## src/rtl/sprite_rom_arbiter_if.sv

```systemverilog
// Request/return bus between the two sprite renderers, the shared sprite ROM
// and sprite_rom_arbiter. The master side is the surrounding environment
// (renderers plus ROM); the slave side is the arbiter.
interface sprite_rom_arbiter_if #(
   parameter int ADDR_W = 10,
   parameter int DATA_W = 4
);
   logic              enable;
   logic              req_p1;
   logic              req_p2;
   logic [ADDR_W-1:0] addr_p1;
   logic [ADDR_W-1:0] addr_p2;
   logic              gnt_p1;
   logic              gnt_p2;
   logic              rvalid_p1;
   logic              rvalid_p2;
   logic [DATA_W-1:0] rdata;
   logic [ADDR_W-1:0] rom_address;
   logic [DATA_W-1:0] rom_q;
   logic [7:0]        conflict_cnt;

   modport master (
      output enable, req_p1, req_p2, addr_p1, addr_p2, rom_q,
      input  gnt_p1, gnt_p2, rvalid_p1, rvalid_p2, rdata, rom_address, conflict_cnt
   );

   modport slave (
      input  enable, req_p1, req_p2, addr_p1, addr_p2, rom_q,
      output gnt_p1, gnt_p2, rvalid_p1, rvalid_p2, rdata, rom_address, conflict_cnt
   );
endinterface

```

## src/rtl/sprite_rom_arbiter.sv

```systemverilog
// Round-robin arbiter sharing one synchronous sprite ROM read port between
// player 1 and player 2. Grants are combinational, the ROM address is
// registered, and a tag pipeline of ROM_LAT stages routes each returned
// palette index back to the player that issued the read.
module sprite_rom_arbiter #(
   parameter int ADDR_W  = 10,
   parameter int DATA_W  = 4,
   parameter int ROM_LAT = 1    // 1..3; 1 = negedge ROM, 2 = posedge-registered ROM
) (
   input  logic                  vga_clk,
   input  logic                  reset,
   sprite_rom_arbiter_if.slave   bus
);
   localparam logic P1 = 1'b0;
   localparam logic P2 = 1'b1;

   logic               r_last_win;
   logic [ROM_LAT-1:0] r_vld_pipe;
   logic [ROM_LAT-1:0] r_id_pipe;
   logic [ADDR_W-1:0]  r_rom_address;
   logic [DATA_W-1:0]  r_rdata;
   logic               r_rvalid_p1;
   logic               r_rvalid_p2;
   logic [7:0]         r_conflict_cnt;

   logic               w_gnt_p1;
   logic               w_gnt_p2;
   logic               w_any_gnt;
   logic               w_win_id;
   logic               w_tie;

   // Arbitration: lone requester always wins, a tie goes to whoever did not win last.
   always_comb begin
      w_gnt_p1 = 1'b0;
      w_gnt_p2 = 1'b0;
      w_tie    = bus.enable & bus.req_p1 & bus.req_p2;
      if (bus.enable) begin
         if (bus.req_p1 && bus.req_p2) begin
            w_gnt_p1 = (r_last_win == P2);
            w_gnt_p2 = (r_last_win == P1);
         end else begin
            w_gnt_p1 = bus.req_p1;
            w_gnt_p2 = bus.req_p2;
         end
      end
      w_any_gnt = w_gnt_p1 | w_gnt_p2;
      w_win_id  = w_gnt_p2 ? P2 : P1;
   end

   // Issue: latch the winner's address and remember who won for the next tie.
   always_ff @(posedge vga_clk or posedge reset) begin
      if (reset) begin
         r_rom_address <= '0;
         r_last_win    <= P2;
      end else if (w_any_gnt) begin
         r_rom_address <= w_gnt_p1 ? bus.addr_p1 : bus.addr_p2;
         r_last_win    <= w_win_id;
      end
   end

   // Tag pipeline: one stage per cycle of ROM latency, stage 0 fed by the issue edge.
   always_ff @(posedge vga_clk or posedge reset) begin
      if (reset) begin
         r_vld_pipe <= '0;
         r_id_pipe  <= '0;
      end else begin
         for (int i = ROM_LAT - 1; i > 0; i--) begin
            r_vld_pipe[i] <= r_vld_pipe[i-1];
            r_id_pipe[i]  <= r_id_pipe[i-1];
         end
         r_vld_pipe[0] <= w_any_gnt;
         r_id_pipe[0]  <= w_win_id;
      end
   end

   // Return: capture ROM data when the oldest tag is valid and pulse that player's rvalid.
   always_ff @(posedge vga_clk or posedge reset) begin
      if (reset) begin
         r_rdata     <= '0;
         r_rvalid_p1 <= 1'b0;
         r_rvalid_p2 <= 1'b0;
      end else begin
         r_rvalid_p1 <= r_vld_pipe[ROM_LAT-1] & (r_id_pipe[ROM_LAT-1] == P1);
         r_rvalid_p2 <= r_vld_pipe[ROM_LAT-1] & (r_id_pipe[ROM_LAT-1] == P2);
         if (r_vld_pipe[ROM_LAT-1])
            r_rdata <= bus.rom_q;
      end
   end

   // Conflict counter: cycles where both players asked while enabled, saturating at 255.
   always_ff @(posedge vga_clk or posedge reset) begin
      if (reset)
         r_conflict_cnt <= '0;
      else if (w_tie && r_conflict_cnt != 8'hFF)
         r_conflict_cnt <= r_conflict_cnt + 8'd1;
   end

   assign bus.gnt_p1       = w_gnt_p1;
   assign bus.gnt_p2       = w_gnt_p2;
   assign bus.rom_address  = r_rom_address;
   assign bus.rdata        = r_rdata;
   assign bus.rvalid_p1    = r_rvalid_p1;
   assign bus.rvalid_p2    = r_rvalid_p2;
   assign bus.conflict_cnt = r_conflict_cnt;
endmodule
```

## src/flat_wrapper.sv

```systemverilog
// flat-port wrapper written by rule: the top's interface ports become plain ports
module sprite_rom_arbiter_flat 
#(
   parameter int ADDR_W  = 10,
   parameter int DATA_W  = 4,
   parameter int ROM_LAT = 1                                                        
)
  (vga_clk, reset, bus_enable, bus_req_p1, bus_req_p2, bus_addr_p1, bus_addr_p2, bus_rom_q, bus_gnt_p1, bus_gnt_p2, bus_rvalid_p1, bus_rvalid_p2, bus_rdata, bus_rom_address, bus_conflict_cnt);
  sprite_rom_arbiter_if #(.ADDR_W(ADDR_W), .DATA_W(DATA_W)) bus_i ();
  input  logic vga_clk;
  input  logic reset;
  input wire logic [$bits(bus_i.enable)-1:0] bus_enable;
  input wire logic [$bits(bus_i.req_p1)-1:0] bus_req_p1;
  input wire logic [$bits(bus_i.req_p2)-1:0] bus_req_p2;
  input wire logic [$bits(bus_i.addr_p1)-1:0] bus_addr_p1;
  input wire logic [$bits(bus_i.addr_p2)-1:0] bus_addr_p2;
  input wire logic [$bits(bus_i.rom_q)-1:0] bus_rom_q;
  output wire logic [$bits(bus_i.gnt_p1)-1:0] bus_gnt_p1;
  output wire logic [$bits(bus_i.gnt_p2)-1:0] bus_gnt_p2;
  output wire logic [$bits(bus_i.rvalid_p1)-1:0] bus_rvalid_p1;
  output wire logic [$bits(bus_i.rvalid_p2)-1:0] bus_rvalid_p2;
  output wire logic [$bits(bus_i.rdata)-1:0] bus_rdata;
  output wire logic [$bits(bus_i.rom_address)-1:0] bus_rom_address;
  output wire logic [$bits(bus_i.conflict_cnt)-1:0] bus_conflict_cnt;
  assign bus_i.enable = bus_enable;
  assign bus_i.req_p1 = bus_req_p1;
  assign bus_i.req_p2 = bus_req_p2;
  assign bus_i.addr_p1 = bus_addr_p1;
  assign bus_i.addr_p2 = bus_addr_p2;
  assign bus_i.rom_q = bus_rom_q;
  assign bus_gnt_p1 = bus_i.gnt_p1;
  assign bus_gnt_p2 = bus_i.gnt_p2;
  assign bus_rvalid_p1 = bus_i.rvalid_p1;
  assign bus_rvalid_p2 = bus_i.rvalid_p2;
  assign bus_rdata = bus_i.rdata;
  assign bus_rom_address = bus_i.rom_address;
  assign bus_conflict_cnt = bus_i.conflict_cnt;
  sprite_rom_arbiter #(.ADDR_W(ADDR_W), .DATA_W(DATA_W), .ROM_LAT(ROM_LAT)) u_core (.vga_clk(vga_clk), .reset(reset), .bus(bus_i));
endmodule
```

## config.mk

```make
export PLATFORM = sky130hd
export DESIGN_NAME = sprite_rom_arbiter_flat
export DESIGN_NICKNAME = d
export VERILOG_FILES = /design/src/rtl/sprite_rom_arbiter_if.sv /design/src/rtl/sprite_rom_arbiter.sv /design/src/flat_wrapper.sv
export SDC_FILE = /design/constraint.sdc
export NUM_CORES = 1
export LEC_CHECK = 0
export BUFFER_PORTS_ARGS = -buffer_cell sky130_fd_sc_hd__buf_2
export CORE_MARGIN = 4
export CORE_UTILIZATION = 49
export DETAILED_ROUTE_END_ITERATION = 8
export GPL_ROUTABILITY_DRIVEN = 1
export GPL_TIMING_DRIVEN = 0
export PLACE_DENSITY = 0.83
export SYNTH_ARGS = -nofsm -noshare
export SYNTH_HDL_FRONTEND = slang
export SYNTH_SLANG_ARGS = --single-unit
```

## constraint.sdc

```tcl
create_clock -name vga_clk -period 3.92 [get_ports vga_clk]
set_input_delay 0 -clock vga_clk [delete_from_list [all_inputs] [get_ports vga_clk]]
set_output_delay 0 -clock vga_clk [all_outputs]
set_load 0.03 [all_outputs]
```

Word-level counts from Yosys, hierarchy flattened
Index checks and enable logic that the tools add are counted.
Widths: inputs -> output; s select.
{"block": "word_totals", "regBits": 27, "output_inout_bits": 26, "in_bits": 29, "word_cells": 25}
{"block": "op_classes", "muxes": 6, "n_bitwise": 7, "n_addsub": 1, "n_eq_ne": 1, "n_reduce_logical": 2}
{"operator": "$mux 10", "n": 1}
{"operator": "$add 8x1->8 const B", "n": 1}
{"operator": "$ne 8x8->1 const B", "n": 1}
{"operator": "$mux 1", "n": 5}
{"operator": "$and 1x1->1", "n": 4}
{"operator": "$logic_and 1x1->1", "n": 2}
{"operator": "$not 1->1", "n": 2}
{"operator": "$or 1x1->1", "n": 1}

Depth between registers and ports, before layout
{"block": "logic_depth", "depth_word": 4, "depth_mapped": 5, "mapped_depth_nobuf": 4}

Least setup slack after synthesis
OpenSTA, ideal clock, no wires.
{"block": "synth_timing", "path_kind": "register to register", "from": "register u_core.r_conflict_cnt[0], in the netlist u_core.bus.conflict_cnt[0]", "to": "register u_core.r_conflict_cnt[1], in the netlist u_core.bus.conflict_cnt[1]", "stages_incl_launch_ff": 5, "path_slack_ns": 2.268, "path_buffers": 0, "setup_ns": 0.125, "arrival_time_ns": 1.527, "cell_sequence": "dfrtp_1 > ha_1 > and4_1 > a21o_1 > mux2_4"}
{"block": "synth_via", "elab_chain_len": 2, "word_cells_on_any_way": 3, "cone_classes": "1 x add/sub; 1 x eq/ne; 1 x reduce/logical"}
{"item": "from (decl)", "line_no": "sprite_rom_arbiter.sv:24", "text": "logic [7:0] r_conflict_cnt;"}
{"item": "from (signal assigned)", "line_no": "sprite_rom_arbiter.sv:95", "text": "r_conflict_cnt <= r_conflict_cnt + 8'd1;"}
{"item": "parallel branches: the longest is 2 deep, another holds $add 8x1->8"}
Several ways; the timed one is not identified.
A chain may end at the register's enable or synchronous reset.

Final worst setup path
{"block": "layout_timing", "from": "register u_core.r_last_win", "to": "register u_core.r_rom_address[2], in the netlist u_core.bus.rom_address[2]"}
{"block": "layout_via", "elab_chain_len": 4, "word_cells_on_any_way": 7, "cone_classes": "5 x mux; 2 x bitwise"}
{"item": "from (decl)", "line_no": "sprite_rom_arbiter.sv:17", "text": "logic r_last_win;"}
{"item": "from (signal assigned)", "line_no": "sprite_rom_arbiter.sv:57", "text": "r_last_win <= w_win_id;"}
{"item": "$not 1->1", "line_no": "sprite_rom_arbiter.sv:40", "text": "w_gnt_p2 = (r_last_win == P1);"}
{"item": "$mux 1", "line_no": "sprite_rom_arbiter.sv:38", "text": "if (bus.req_p1 && bus.req_p2) begin"}
{"item": "$mux 1", "line_no": "sprite_rom_arbiter.sv:37", "text": "if (bus.enable) begin"}
{"item": "$or 1x1->1", "line_no": "sprite_rom_arbiter.sv:46", "text": "w_any_gnt = w_gnt_p1 | w_gnt_p2;"}
{"item": "to (signal assigned)", "line_no": "sprite_rom_arbiter.sv:56", "text": "r_rom_address <= w_gnt_p1 ? bus.addr_p1 : bus.addr_p2;"}
{"item": "to (decl)", "line_no": "sprite_rom_arbiter.sv:20", "text": "logic [ADDR_W-1:0] r_rom_address;"}
Parallel ways exist; a longest one is shown, timed or not.

==> results.json <==
{
  "yosys-top-cells-area": "dfrtp_1 (54%), a221o_1 (7.5%), mux2_2 (5.6%)",
  "cts_buffers": 3,
  "drc_errors": 0,
  "setup_violations": 0,
  "ant_nets": 0,
  "synth_edf_count": 0,
  "r2r_setup_slack_ps": 2040,
  "max-slew-margin-rel": 0.348,
  "critPathMaxFanout": 11,
  "portBuffers": 54,
  "ys.flop_type": "dfrtp_1",
  "ys_seq_area_frac": 0.561,
  "hold_depth": 3,
  "core_sq_mm": 0.00228,
  "p_leak_nw": 0.883,
  "clockBufferDepth": 2,
  "gr-total-overflow": 0,
  "insertion_delay_ps": 320,
  "syn_nets": 128,
  "synthArstFlopShare": 1.00,
  "hold_viol": 0,
  "skew_ps": 11.9,
  "finish.utilization": 0.782,
  "arrival_ps": 2090,
  "firstDrtPassIters": 4,
  "synth_fa_ha_area_frac": 0.0104,
  "critPathLaunchType": "register",
  "path_depth": 4,
  "critPathBufInv": 1,
  "postCtsSetupBuffers": 0,
  "yosysWarnings": 0,
  "synthMuxAreaShare": 0.0861,
  "grt_first_pass_wirelength_microns": 5480,
  "layout-drive-gt1-share": 0.394,
  "grtUsageTotal": 0.212,
  "initial_core_util": 0.530,
  "viasPerCell": 5.38,
  "hold_class": "input port to register",
  "drtIter0Drc": 40,
  "fp.dieW_microns": 57.6,
  "rows": 17,
  "synth_top_area_cell": "dfrtp_1",
  "fmax_mhz": 532,
  "vias": 1120,
  "r2r_cells": 4,
  "synth_compound_area_frac": 0.151,
  "synthDominantCellAreaShare": 0.539,
  "filler_cell_count": 141,
  "synthSimpleGateAreaFrac": 0.154,
  "finalCriticalPeriod_ps": 1880,
  "status": "complete, no violations",
  "avgRoutedWirePerCell_microns": 15.8,
  "worstMarginPinSlew_ps": 977,
  "drv_cap": 0,
  "grt_max_degree": 28,
  "crit_family": "buffers and inverters",
  "fin_tns_setup_ps": 0,
  "cp_cell_sequence": "nand2b_1 -> a21oi_4 -> a221o_1 -> dlygate4sd3_1",
  "die_h_microns": 57.6,
  "synth_xor_area_frac": 0.0145,
  "cp.required_ps": 4130,
  "syn_area_sq_mm": 0.00121,
  "cts.sinks": 27,
  "rsz0062_at_grt": "no",
  "postSynthCellCount": 98,
  "dpl.hpwl_microns": 2090,
  "grt_pass1_vias": 1168,
  "synth_top_family_by_area": "simple AND/OR/NAND/NOR gates",
  "fin_crit_sh": 0.479,
  "worst_slack_ps": 2040,
  "die_area_sq_mm": 0.00332,
  "setup.worst_path.class": "register to register",
  "pin_count": 55,
  "cp_slowest_cell": "dlygate4sd3_1",
  "holdWs_ps": 35.5,
  "cp_slowest_stage_delay_ps": 560,
  "syn-mean-instance-area_sq_um": 12.3,
  "antenna_found_initial": 0,
  "dp_slack_ps": 2340,
  "peakVddDrop_mv": 0.339,
  "ys_seq_elements": 27,
  "totalWireLength_microns": 3280,
  "cts_tree": "done",
  "ys_types": 34,
  "clk_pin_slew_ps": 140,
  "htree_num_levels": 1,
  "n_antenna_cell": 0,
  "p_per_area_mw_per_mm2": 455,
  "gp_congestion": 0.797,
  "layout.nets": 211,
  "final-max-slew-violation-count": 0,
  "cts-root-buf": "clkbuf_4",
  "endpoint_kind": "register",
  "syn2layout_area_growth_pct": 47.5
}
## logic make-up after synthesis
logic type / Yosys count
adders and majority gates: 1
DFF: 27
muxes: 9
and+or+nand+nor: 33
xor gates and xnor gates: 2
AOI/OAI and AO/OA: 21
buffers and inverters: 5
## where the power goes
group	switching (mW)	leakage (nW)	total, mW	internal (mW)
logic	0.183	0.534	0.310	0.127
clock network	0.0785	0.0177	0.117	0.0382
registers	0.0534	0.331	0.382	0.329
total	0.315	0.883	0.809	0.495
## metal layers
metal / wire, microns / global-route usage / vias to the layer above
met5: 0 / 0 / -
met4: 52 / 0.0596 / 0
met3: 157 / 0.0334 / 6
met2: 1740 / 0.374 / 42
met1: 1330 / 0.269 / 535
li1: - / - / 537
## area by class of cell
cell class / instances / area (sq um) / area share
sequential: 27 / 677 / 0.380
clock buffer: 3 / 22.5 / 0.0127
buffer: 2 / 16.3 / 0.00914
inverter: 3 / 11.3 / 0.00633
multi-input combinational: 66 / 502 / 0.282
timing repair buffer: 78 / 510 / 0.287
clock inverter: 1 / 5.00 / 0.00281
tap: 28 / 35.0 / 0.0197
## cell usage after synthesis (2+ instances only)
cell / instances
and2_1: 3
nand3_1: 4
nand2_1: 6
mux2_2: 6
nor2b_1: 2
inv_1: 3
nand4_1: 3
dfrtp_1: 26
a21oi_1: 2
and3_1: 2
a31oi_1: 3
and2_0: 8
a221o_1: 9
## flip-flops by register name, indices dropped and copies added (netlist names)
register                 count
u_core.r_id_pipe             1
u_core.r_vld_pipe            1
u_core.bus.rom_address      10
u_core.bus.rvalid_p2         1
u_core.bus.conflict_cnt      8
u_core.bus.rdata             4
u_core.r_last_win            1
u_core.bus.rvalid_p1         1
## placed cells by master, fill, tap and decap left out, types with 2 or more instances in the layout
cell type,instances
a21oi_1,2
a221o_1,9
a31oi_1,3
and2_0,8
and2_1,3
and3_1,2
buf_2,55
clkbuf_4,3
dfrtp_1,26
dlygate4sd3_1,24
inv_1,3
mux2_2,6
nand2_1,6
nand3_1,4
nand4_1,3
nor2b_1,2
## repair_timing
item	4_1_cts	5_1_grt
hold buffers	24	0
endpoints found under the hold margin	40	0
resized for setup	0	0
## worst min-delay path, cell delays in order
cell and delay [ps]:
buf_2 140, nand4_1 110, mux2i_1 70
## through the flow
step | std cells | area [sq um] | total power, mW
after global placement | 180 | 1510 | 0.649
after CTS | 208 | 1780 | 0.809
after detailed placement | 180 | 1510 | 0.662
after floorplan | 98 | 1210 | 0.566
after global routing | 208 | 1780 | 0.859
final | 208 | 1780 | 0.809
## worst paths after layout
check                                       start                         end
worst min-delay path                   bus_enable  u_core.bus.conflict_cnt[2]
worst max-delay path            u_core.r_last_win   u_core.bus.rom_address[2]
worst min register to register   u_core.r_id_pipe        u_core.bus.rvalid_p1
worst max register to register  u_core.r_last_win   u_core.bus.rom_address[2]
max in group asynchronous                   reset  u_core.bus.conflict_cnt[5]
min in group asynchronous                   reset  u_core.bus.conflict_cnt[4]
(Power assumes the default switching activity.)
